<file path="src/rtl/apb_rr_master.sv">
// rtl/apb_rr_master.sv - round-robin APB master sharing one register bus between NUM_REQ requesters
//
// Ports:
//   clk, rst_n            clock, asynchronous active-low reset
//   req, req_write        per-requester request level and direction (1 = write)
//   req_addr/wdata/strb   flattened per-requester fields, requester i at slice i
//   ack                   one-hot completion pulse to the owning requester
//   rsp_rdata, rsp_err    read data (reads only) and timeout flag, valid with ack
//   psel..pstrb           registered APB master outputs
//   prdata, pready        APB slave response
module apb_rr_master #(
   parameter int NUM_REQ = 4,
   parameter int ADDR_W  = 12,
   parameter int TIMEOUT = 16
) (
   input  logic                      clk,
   input  logic                      rst_n,
   input  logic [NUM_REQ-1:0]        req,
   input  logic [NUM_REQ-1:0]        req_write,
   input  logic [NUM_REQ*ADDR_W-1:0] req_addr,
   input  logic [NUM_REQ*32-1:0]     req_wdata,
   input  logic [NUM_REQ*4-1:0]      req_strb,
   output logic [NUM_REQ-1:0]        ack,
   output logic [31:0]               rsp_rdata,
   output logic                      rsp_err,
   output logic                      psel,
   output logic                      penable,
   output logic                      pwrite,
   output logic [ADDR_W-1:0]         paddr,
   output logic [31:0]               pwdata,
   output logic [3:0]                pstrb,
   input  logic [31:0]               prdata,
   input  logic                      pready
);

   localparam int OWN_W = $clog2(NUM_REQ);
   localparam int CNT_W = (TIMEOUT < 1) ? 1 : $clog2(TIMEOUT + 1);

   typedef enum logic [1:0] {
      S_IDLE,
      S_SETUP,
      S_ACCESS
   } state_t;

   state_t               state_q, state_d;
   logic [OWN_W-1:0]     owner_q, owner_d;
   logic [OWN_W-1:0]     last_owner_q, last_owner_d;
   logic [CNT_W-1:0]     wait_cnt_q, wait_cnt_d;
   logic                 psel_q, psel_d;
   logic                 penable_q, penable_d;
   logic                 pwrite_q, pwrite_d;
   logic [ADDR_W-1:0]    paddr_q, paddr_d;
   logic [31:0]          pwdata_q, pwdata_d;
   logic [3:0]           pstrb_q, pstrb_d;
   logic [NUM_REQ-1:0]   ack_q, ack_d;
   logic [31:0]          rsp_rdata_q, rsp_rdata_d;
   logic                 rsp_err_q, rsp_err_d;

   logic [NUM_REQ-1:0]   owner_oh;
   logic [NUM_REQ-1:0]   cand;
   logic [OWN_W-1:0]     idx;
   logic [OWN_W-1:0]     winner;
   logic                 found;
   logic                 g_write;
   logic [ADDR_W-1:0]    g_addr;
   logic [31:0]          g_wdata;
   logic [3:0]           g_strb;

   assign owner_oh = NUM_REQ'(1) << owner_q;

   // The requester just acked still holds req for one more cycle, so it is
   // masked out: the current owner while ACCESS completes, the acked one in IDLE.
   assign cand = (state_q == S_ACCESS) ? (req & ~owner_oh) : (req & ~ack_q);

   // Round-robin search from last_owner+1. Walking offsets downward lets the
   // closest pending requester overwrite any farther one.
   always_comb begin
      found  = 1'b0;
      winner = '0;
      idx    = '0;
      for (int off = NUM_REQ; off >= 1; off--) begin
         idx = OWN_W'((int'(last_owner_q) + off) % NUM_REQ);
         if (cand[idx]) begin
            found  = 1'b1;
            winner = idx;
         end
      end
   end

   always_comb begin
      g_write = 1'b0;
      g_addr  = '0;
      g_wdata = '0;
      g_strb  = '0;
      for (int i = 0; i < NUM_REQ; i++) begin
         if (winner == OWN_W'(i)) begin
            g_write = req_write[i];
            g_addr  = req_addr[i*ADDR_W +: ADDR_W];
            g_wdata = req_wdata[i*32 +: 32];
            g_strb  = req_strb[i*4 +: 4];
         end
      end
   end

   always_comb begin
      state_d      = state_q;
      owner_d      = owner_q;
      last_owner_d = last_owner_q;
      wait_cnt_d   = wait_cnt_q;
      psel_d       = psel_q;
      penable_d    = penable_q;
      pwrite_d     = pwrite_q;
      paddr_d      = paddr_q;
      pwdata_d     = pwdata_q;
      pstrb_d      = pstrb_q;
      ack_d        = '0;
      rsp_rdata_d  = rsp_rdata_q;
      rsp_err_d    = 1'b0;

      case (state_q)
         S_IDLE: begin
            psel_d    = 1'b0;
            penable_d = 1'b0;
            if (found) begin
               state_d      = S_SETUP;
               psel_d       = 1'b1;
               owner_d      = winner;
               last_owner_d = winner;
               wait_cnt_d   = '0;
               pwrite_d     = g_write;
               paddr_d      = g_addr;
               pwdata_d     = g_wdata;
               pstrb_d      = g_strb;
            end
         end

         S_SETUP: begin
            state_d   = S_ACCESS;
            penable_d = 1'b1;
         end

         S_ACCESS: begin
            if (pready) begin
               ack_d = owner_oh;
               if (!pwrite_q) begin
                  rsp_rdata_d = prdata;
               end
               if (found) begin
                  // Back-to-back: next SETUP overlaps this ack.
                  state_d      = S_SETUP;
                  psel_d       = 1'b1;
                  penable_d    = 1'b0;
                  owner_d      = winner;
                  last_owner_d = winner;
                  wait_cnt_d   = '0;
                  pwrite_d     = g_write;
                  paddr_d      = g_addr;
                  pwdata_d     = g_wdata;
                  pstrb_d      = g_strb;
               end else begin
                  state_d   = S_IDLE;
                  psel_d    = 1'b0;
                  penable_d = 1'b0;
               end
            end else if ((TIMEOUT != 0) && (wait_cnt_q == CNT_W'(TIMEOUT))) begin
               ack_d     = owner_oh;
               rsp_err_d = 1'b1;
               state_d   = S_IDLE;
               psel_d    = 1'b0;
               penable_d = 1'b0;
            end else if (TIMEOUT != 0) begin
               wait_cnt_d = wait_cnt_q + CNT_W'(1);
            end
         end

         default: begin
            state_d   = S_IDLE;
            psel_d    = 1'b0;
            penable_d = 1'b0;
         end
      endcase
   end

   always_ff @(posedge clk or negedge rst_n) begin
      if (!rst_n) begin
         state_q      <= S_IDLE;
         owner_q      <= '0;
         last_owner_q <= OWN_W'(NUM_REQ - 1);
         wait_cnt_q   <= '0;
         psel_q       <= 1'b0;
         penable_q    <= 1'b0;
         pwrite_q     <= 1'b0;
         paddr_q      <= '0;
         pwdata_q     <= '0;
         pstrb_q      <= '0;
         ack_q        <= '0;
         rsp_rdata_q  <= '0;
         rsp_err_q    <= 1'b0;
      end else begin
         state_q      <= state_d;
         owner_q      <= owner_d;
         last_owner_q <= last_owner_d;
         wait_cnt_q   <= wait_cnt_d;
         psel_q       <= psel_d;
         penable_q    <= penable_d;
         pwrite_q     <= pwrite_d;
         paddr_q      <= paddr_d;
         pwdata_q     <= pwdata_d;
         pstrb_q      <= pstrb_d;
         ack_q        <= ack_d;
         rsp_rdata_q  <= rsp_rdata_d;
         rsp_err_q    <= rsp_err_d;
      end
   end

   assign psel      = psel_q;
   assign penable   = penable_q;
   assign pwrite    = pwrite_q;
   assign paddr     = paddr_q;
   assign pwdata    = pwdata_q;
   assign pstrb     = pstrb_q;
   assign ack       = ack_q;
   assign rsp_rdata = rsp_rdata_q;
   assign rsp_err   = rsp_err_q;

endmodule

</file>
<file path="config.mk">
export PLATFORM = sky130hd
export DESIGN_NAME = apb_rr_master
export DESIGN_NICKNAME = d
export VERILOG_FILES = /design/src/rtl/apb_rr_master.sv
export SDC_FILE = /design/constraint.sdc
export NUM_CORES = 1
export LEC_CHECK = 0
export ABC_AREA = 1
export CAP_MARGIN = 20
export CORE_AREA = 2 2 126 128
export CTS_CLUSTER_DIAMETER = 60
export DETAILED_ROUTE_END_ITERATION = 6
export DIE_AREA = 0 0 128 130
export GPL_TIMING_DRIVEN = 0
export PLACE_DENSITY_LB_ADDON = 0.05
export SKIP_CTS_REPAIR_TIMING = 1
export SYNTH_ARGS = -nofsm -noshare
export SYNTH_HDL_FRONTEND = slang
export SYNTH_SLANG_ARGS = --single-unit
</file>
<file path="constraint.sdc">
create_clock -name clk -period 4.5 [get_ports clk]
set_input_delay 0.9 -clock clk [delete_from_list [all_inputs] [get_ports clk]]
set_output_delay 0.9 -clock clk [all_outputs]
set_load 0.02 [all_outputs]
</file>
After elaboration in Yosys (flattened, before gate mapping)
Index checks and enable logic that the tools add are counted.

Output and inout port bits: 88. Flip-flop bits (word level): 99.

Reductions and logical operators: 8. Bitwise operators: 6. Mux-type cells: 72. Shift operators: 1. $lt $le $gt $ge: 4. Equality and inequality tests: 10. Add/subtract/negate cells: 5.

Operator list (number): 32-bit two-way mux (6); 12-bit two-way mux (6); 32-bit one-hot mux with 2 select lines (1); 4-bit two-way mux (10); 12-bit one-hot mux with 2 select lines (1); 1-bit two-way mux (22); 2-bit two-way mux (11); 5-bit two-way mux (3); 2-bit by 3-bit < comparator with 1-bit output (second input constant) (4); 5-bit one-hot mux with 2 select lines (1); 4-bit AND (2); 1-bit binary-select mux with 2-bit select (4); 4-bit NOT (2); 2-bit one-hot mux with 2 select lines (2); 4-bit one-hot mux with 2 select lines (1); 2-bit AND reduction (4); 2-bit equality test (second input constant) (3); 2-bit one-hot mux with 3 select lines (1); 5-bit by 1-bit adder with 5-bit output (second input constant) (1); 5-bit equality test (second input constant) (1); 2-bit by 1-bit adder with 2-bit output (second input constant) (2); 2-bit adder (second input constant) (2); 2-bit by 1-bit equality test with 1-bit output (second input constant) (2); 2-bit logical NOT (2); other kinds (9) (12).

Depth between registers and ports, before layout
Gate-level depths: netlist of run 1.

Depth in word-level cells: 18. Mapped depth: 19. Depth with buffers taken out: 19.

Worst setup path before layout of run 1
No wires, ideal clock.

Kind: input-to-reg. Start: in req[3]. End: reg pwdata_q[12], in the netlist pwdata[12]. Arrival: 2216 ps. Path buffers: 1. Path slack: 2168 ps. Cell stages on the path: 10. Cells stage by stage: nand4_1 and2_1 or2_1 a21boi_4 nand2_4 buf_2 o21ai_0 inv_1 nand2_1 nand2_1.

Word-level cells in the longest chain between the ends: 16. Elaborated cells on any way between the ends: 30.

Ends and longest elaborated chain: start, declared (line 18) `input logic [NUM_REQ-1:0] req,`; 4-bit AND (line 73) `assign cand = (state_q == S_ACCESS) ? (req & ~owner_oh) : (req & ~ack_q);`; 4-bit two-way mux * (line 73); 1-bit binary-select mux with 2-bit select (line 83) `if (cand[idx]) begin`; 1-bit two-way mux (not written as such) (line 83); 2-bit two-way mux (4 in series) (line 83); 2-bit logical NOT (line 96) `if (winner == OWN_W'(i)) begin`; 32-bit two-way mux (4 in series) (line 96); 32-bit two-way mux * (line 124, 148); 32-bit two-way mux (line 143) `if (pready) begin`; 32-bit one-hot mux with 2 select lines * (line 120) `case (state_q)`; end signal, assigned (line 208) `pwdata_q <= pwdata_d;`; end, declared (line 53) `logic [31:0] pwdata_q, pwdata_d;`.

Every way passes the cells marked *; elsewhere a longest branch is shown, timed or not. The select of a mux whose other input is x is not followed. A chain may end at the register's enable or synchronous reset.

Final worst setup path of run 1
Start: in req[3]. End: reg paddr_q[0], in the netlist paddr[0].

Word-level cells in the longest chain between the ends: 16. Elaborated cells on any way between the ends: 30.

Ends and longest elaborated chain: 4-bit AND (line 73); 4-bit two-way mux * (line 73); 1-bit binary-select mux with 2-bit select (line 83); 1-bit two-way mux (not written as such) (line 83); 2-bit two-way mux (4 in series) (line 83); 2-bit logical NOT (line 96); 12-bit two-way mux (4 in series) (line 96); 12-bit two-way mux * (line 124, 148); 12-bit two-way mux (line 143); 12-bit one-hot mux with 2 select lines * (line 120); end signal, assigned (line 207) `paddr_q <= paddr_d;`; end, declared (line 52) `logic [ADDR_W-1:0] paddr_q, paddr_d;`.

Marked as above.

==> results.toml, run 1 <==
[synthesis]
yosys.area_share.adder_pct = 0.440
synth-simple-area-share_pct = 31.3
dominant_register_cell_in_the_synthesized_netlist = "dfrtp_1"
synthCells = 784
synth.area.mux_share_pct = 6.34
synth-seq-cells = 99
combinational_family_with_the_most_area_after_synthesis = "simple AND/OR/NAND/NOR gates"
share_of_the_synthesized_netlist_area_taken_by_xor_and_xnor_gates_pct = 0.154
syn_avg_cell_area_um2 = 7.26
synth-compound-area-share_pct = 8.82
ys_warn_count = 0
synth_nets = 1021
syn-cell-area_um2 = 5690
yosysSeqAreaShare_pct = 43.6
number_of_enable_flip_flop_cells_after_synthesis = 0
ys_async_sr_fraction_pct = 100
post_synth_num_cell_types = 32

[sta]
grt_setup_unrepaired = "no"
post-route-worst-setup-slack_ns = 1.50
finalCriticalPeriod_ns = 3.00
hold_violations_final = 0
fmaxAchievable_mhz = 333
worst-slew-pin-transition_ns = 0.704
fin_skew_ns = 0.00828
timing.slew.headroom_pct = 53.0
final-setup-viol-count = 0
maxSlewViolCount = 0
fin_crit_sh_pct = 66.8

[routing]
avgViaCountPerCell = 4.75
wl_um = 21400
route.vias.total = 6261
avgRoutedWirePerCell_um = 16.2
detail-route-antenna-nets = 0
drtPass1Iterations = 7
drtIter0Drc = 258
detail_route.drc_violations = 0

[job]
max-cap-violations = 0

[power]
power.share.combinational_pct = 70.6
seq_power_share_pct = 19.2
cellInternalPower_w = 0.00395
power_switching_w = 0.00427
clock_power_share_pct = 10.2
switching_share_pct = 51.9
static-leakage-power_nw = 4.51
power.density_nw_per_um2 = 865
power.ir.vdd_worst_mv = 0.586

[placement]
dp_worst_setup_slack_ns = 1.08
dpl_cell_area_um2 = 9180
dp_hpwl_um = 16800
port_buffers = 322
routabilityCongestion = 0.837

[layout]
sequential_cell_area_um2 = 2480
drive_above_1_share_pct = 6.95
post-route-cell-area_um2 = 9500
finish.net_count = 1355
fillers = 1451
multi_input_area_um2 = 2680
area.growth.synth_to_final_pct = 67.0
layout_commonest_cell = "clkdlybuf4s50_1"
most-common-layout-cells = "321 x clkdlybuf4s50_1, 270 x nand2_1, 123 x nand3_1, 97 x dfrtp_1, 87 x inv_1"

[clock_tree]
clk_latency_ns = 0.36
tritoncts_num_sinks = 99
ctsHtreeMaxLevel = 3
clk_transition_reported_paths_ns = 0.08
tritoncts.num_buffers = 9
cts-root-to-sink-buffers = 2
cts_tree = "done"
cts.root.buffer_cell = "clkbuf_16"

[floorplanning]
floorplan.initialDensity_pct = 36.9
fp.dieH_um = 130
fp.dieArea_um2 = 16600
floorplan.die.width_um = 128
num_rows = 46
core_area_um2 = 15400
boundary_pin_count = 323

[critical_path]
path_max_fanout = 10
crit_path_end_kind = "flop"
critPathKind = "primary input to flop"
worst_setup_path_start_kind = "primary input"
worstPathRequired_ns = 4.80
critical_path_arrival_ns = 3.30

[worst_hold_path]
worstHoldPathType = "flop to flop"

[grt]
first_global_vias = 6053
gr-total-overflow = 0
grt_util_all_layers_pct = 25.4
grt_antenna_before_repair = 1
global_route_wire_length_before_repair_um = 32200
grt_max_degree = 60

[run_status]
status = "completed"
## Yosys cell counts, types with 3 or more instances
cell type | count | area share [%]
o21ai_1 | 18 | 1.6
nor2_1 | 15 | 0.99
o21ai_0 | 71 | 6.2
clkbuf_1 | 23 | 1.5
nand3_1 | 123 | 11
buf_4 | 4 | 0.53
inv_1 | 87 | 5.7
nand4_1 | 3 | 0.33
buf_1 | 5 | 0.33
dfrtp_1 | 97 | 43
buf_2 | 10 | 0.88
nand2_1 | 270 | 18
mux2_2 | 32 | 6.3
inv_2 | 3 | 0.20
## path summary, 6_finish.rpt
| path | endpoint | from | slack (ns) | cells after the start |
|---|---|---|---|---|
| setup / recovery | paddr[0] | req[3] | 1.50 | 12 |
| hold / removal | pstrb[1] | pstrb[1] | 0.48 | 2 |
| setup reg to reg | pwdata[2] | last_owner_q[0] | 1.78 | 16 |
| hold reg to reg | pstrb[1] | pstrb[1] | 0.48 | 2 |
| max in group asynchronous | pstrb[1] | rst_n | 3.27 | 2 |
| min in group asynchronous | ack[2] | rst_n | 0.53 | 1 |
## power by group through the flow
stage                     Sequential (W)  Combinational (W)  Clock [W]
after floorplan                  0.00204            0.00314          0
after global placement           0.00158            0.00575          0
after detailed placement         0.00159            0.00582          0
after CTS                        0.00158            0.00583   0.000869
after global routing             0.00163            0.00643   0.000901
final                            0.00158            0.00580   0.000842
## kinds of logic (layout without fill, tap and decap cells)
logic type	count (synthesis)	in the layout
xor+xnor	1	1
mux	32	32
compound gates	95	95
buf+inv	134	473
flops	99	99
fa+ha+maj	2	2
simple gates	421	421
other cells	0	2
## flip-flops by register name, summed over array words and instances, names as in the netlist
| name | count |
|---|---|
| state_q | 2 |
| rsp_err | 1 |
| pwdata | 32 |
| wait_cnt_q | 5 |
| last_owner_q | 2 |
| owner_q | 2 |
| rsp_rdata | 32 |
| penable | 1 |
| pwrite | 1 |
| ack | 4 |
| pstrb | 4 |
| psel | 1 |
| paddr | 12 |
## per-layer routing
metal	track usage (%)	vias up	share of wire [%]
li1	-	3173	-
met1	29.9	2830	40
met2	45.4	225	50
met3	6.11	31	7.6
met4	9.37	2	2.2
met5	0	-	0.075
## cell type report
| type | instances | share of cell area [%] |
|---|---|---|
| multi-input combinational | 551 | 28.2 |
| inverter | 90 | 3.56 |
| clock inverter | 7 | 0.988 |
| antenna | 2 | 0.0527 |
| sequential | 99 | 26.1 |
| timing repair buffer | 323 | 34.2 |
| clock buffer | 9 | 2.37 |
| tap | 192 | 2.53 |
| buffer | 44 | 2.05 |
## worst max-delay path, cell delays in order
cell and delay (ns):
clkdlybuf4s50_1 0.48, nand4_1 0.12, and2_1 0.20, nand2_1 0.10, nor2_1 0.09, nor3_2 0.31, buf_2 0.31, clkbuf_1 0.41
o21ai_0 0.17, inv_1 0.08, nand2_1 0.05, nand2_1 0.05
## metrics by stage
step / util, % / TNS (ns) / hold WS [ns] / std cells / power (W)
detailed placement: 59.5 / 0 / 0.464 / 1299 / 0.00741
finish: 61.6 / 0 / 0.480 / 1317 / 0.00822
CTS: 61.6 / 0 / 0.484 / 1315 / 0.00828
global route: 61.6 / 0 / 0.494 / 1315 / 0.00896
global placement: 59.3 / -137.98 / 0.463 / 1298 / 0.00733
floorplan: - / 0 / 0.455 / 784 / 0.00518
Power figures use the tool's default switching activity.
==> run 2: changes to the inputs <==
--- a/config.mk
+++ b/config.mk
@@ -7,10 +7,10 @@
 export LEC_CHECK = 0
 export ABC_AREA = 1
 export CAP_MARGIN = 20
-export CORE_AREA = 2 2 126 128
+export CORE_ASPECT_RATIO = 2
+export CORE_UTILIZATION = 35
 export CTS_CLUSTER_DIAMETER = 60
 export DETAILED_ROUTE_END_ITERATION = 6
-export DIE_AREA = 0 0 128 130
 export GPL_TIMING_DRIVEN = 0
 export PLACE_DENSITY_LB_ADDON = 0.05
 export SKIP_CTS_REPAIR_TIMING = 1
==> constraint.sdc (replaced) <==
create_clock -name clk -period 2.7 [get_ports clk]
set_input_delay 0.54 -clock clk [delete_from_list [all_inputs] [get_ports clk]]
set_output_delay 0.54 -clock clk [all_outputs]
set_load 0.02 [all_outputs]
==> results.toml, run 2 (same netlist as run 1, synthesis figures left out) <==
[run_status]
status = "completed"

[layout]
post-route-cell-area_um2 = 9570
most-common-layout-cells = "321 x clkdlybuf4s50_1, 270 x nand2_1, 123 x nand3_1, 97 x dfrtp_1, 87 x inv_1"
drive_above_1_share_pct = 8.98
layout_commonest_cell = "clkdlybuf4s50_1"
sequential_cell_area_um2 = 2480
area.growth.synth_to_final_pct = 68.2
fillers = 1532
finish.net_count = 1358
multi_input_area_um2 = 2700
final_util_pct = 60.3

[sta]
maxSlewViolCount = 0
finalCriticalPeriod_ns = 2.48
tns_ns = 0
fin_crit_sh_pct = 91.8
hold_violations_final = 0
fin_skew_ns = 0.00883
final-setup-viol-count = 0
post-route-worst-setup-slack_ns = 0.221
fmaxAchievable_mhz = 403
worst-slew-pin-transition_ns = 0.551
timing.slew.headroom_pct = 63.2

[floorplanning]
fp.dieH_um = 182
num_rows = 65
floorplan.initialDensity_pct = 35.9
boundary_pin_count = 323
core_area_um2 = 15900
floorplan.die.width_um = 92.1
fp.dieArea_um2 = 16800

[job]
max-cap-violations = 0

[power]
switching_share_pct = 51.0
seq_power_share_pct = 19.2
power_switching_w = 0.00705
clock_power_share_pct = 9.4
cellInternalPower_w = 0.00677
power.share.combinational_pct = 71.4
power.density_nw_per_um2 = 1440
static-leakage-power_nw = 4.58
power.ir.vdd_worst_mv = 1.34

[worst_hold_path]
worstHoldPathType = "primary input to async pin"

[critical_path]
worstPathRequired_ns = 2.94
critical-path-max-stage-delay_ns = 0.47
worst_setup_path_start_kind = "flop"
timing.critical_path.cells = "nor2_4, nand2_1, nand3_1, nand2_1, nand3_1, nand2_1, nand2_1, nand2_1, a21boi_4, buf_4, clkbuf_2, nand3_1, nand3_1, nand2_1, nand2_1, nand2_1"
path_max_fanout = 10
crit_path_end_kind = "flop"
crit_slowest_cell = "dfrtp_1"
critPathMostFrequentCell = "nand2_1"
critPathKind = "flop to flop"
critical_path_arrival_ns = 2.72

[clock_tree]
ctsHtreeMaxLevel = 3
clk_transition_reported_paths_ns = 0.07
cts-root-to-sink-buffers = 2
cts_tree = "done"
cts.root.buffer_cell = "clkbuf_16"
clk_latency_ns = 0.35
tritoncts_num_sinks = 99
tritoncts.num_buffers = 9

[grt]
grt_antenna_before_repair = 3
grt_max_degree = 64
gr-total-overflow = 0
first_global_vias = 6375
grt_util_all_layers_pct = 25.6
global_route_wire_length_before_repair_um = 32600

[routing]
wl_um = 21500
avgRoutedWirePerCell_um = 16.2
detail-route-antenna-nets = 0
route.vias.total = 6401
avgViaCountPerCell = 4.82
drtIter0Drc = 192
drtPass1Iterations = 4
detail_route.drc_violations = 0

[placement]
routabilityCongestion = 0.879
dp_hpwl_um = 17300
dp_worst_setup_slack_ns = -0.231
port_buffers = 322
dpl_cell_area_um2 = 9190
## run 2: area by class of cell
cell class,instances,share of cell area [%]
inverters,90,3.56
repair buffers,326,34.2
diodes,3,0.0785
plain buffers,44,2.33
clock buffers,11,2.54
multi-input cells,551,28.2
well taps,201,2.63
clock inverters,4,0.536
flip-flops and latches,99,25.9
## run 2: worst max-delay path, delay by kind of cell, from the launching register on
kind                   cells  cell delay, ns
buffers and inverters      2            0.43
AO/OA/AOI/OAI              1            0.27
flip-flops                 1            0.47
AND/OR/NAND/NOR           13            1.19
## run 2: per-stage QoR
stage               hold WS, ns  instances  power, W
finish                    0.166       1329    0.0138
global route              0.199       1329    0.0151
CTS                       0.178       1323    0.0137
detailed placement        0.464       1308    0.0123
global placement          0.462       1307    0.0122
floorplan                 0.244        784   0.00863
## run 2: worst paths after layout
| kind | start | end | slack [ns] | depth (start not counted) |
|---|---|---|---|---|
| setup / recovery | state_q[0] | pwdata[4] | 0.22 | 16 |
| hold / removal | rst_n | rsp_rdata[17] | 0.17 | 1 |
| setup reg to reg | state_q[0] | pwdata[4] | 0.22 | 16 |
| hold reg to reg | paddr[6] | paddr[6] | 0.48 | 2 |
| max in group asynchronous | rst_n | last_owner_q[1] | 1.78 | 2 |
| min in group clk | paddr[6] | paddr[6] | 0.48 | 2 |
## run 2: power groups by stage
stage | Sequential, W | Combinational (W) | Clock, W
floorplan | 0.00340 | 0.00523 | 0
detailed placement | 0.00265 | 0.00968 | 0
global route | 0.00274 | 0.0109 | 0.00138
global placement | 0.00264 | 0.00957 | 0
finish | 0.00265 | 0.00987 | 0.00130
CTS | 0.00265 | 0.00971 | 0.00134
## run 2: metal layers
| metal | track usage, % | up-vias | wire length [um] |
|---|---|---|---|
| met1 | 23.7 | 2931 | 7380 |
| met4 | 12.9 | 0 | 845 |
| met3 | 6.00 | 50 | 1250 |
| li1 | - | 3175 | - |
| met2 | 50.2 | 245 | 12000 |
| met5 | 0 | - | 0 |
==> run 3: changes to the inputs <==
--- a/config.mk
+++ b/config.mk
@@ -10,6 +10,7 @@
 export CORE_ASPECT_RATIO = 2
 export CORE_UTILIZATION = 35
 export CTS_CLUSTER_DIAMETER = 60
+export CTS_CLUSTER_SIZE = 24
 export DETAILED_ROUTE_END_ITERATION = 6
 export GPL_TIMING_DRIVEN = 0
 export PLACE_DENSITY_LB_ADDON = 0.05
==> results of run 3 <==
Same layout as run 2: the final DEF is identical, and so are final timing and power.
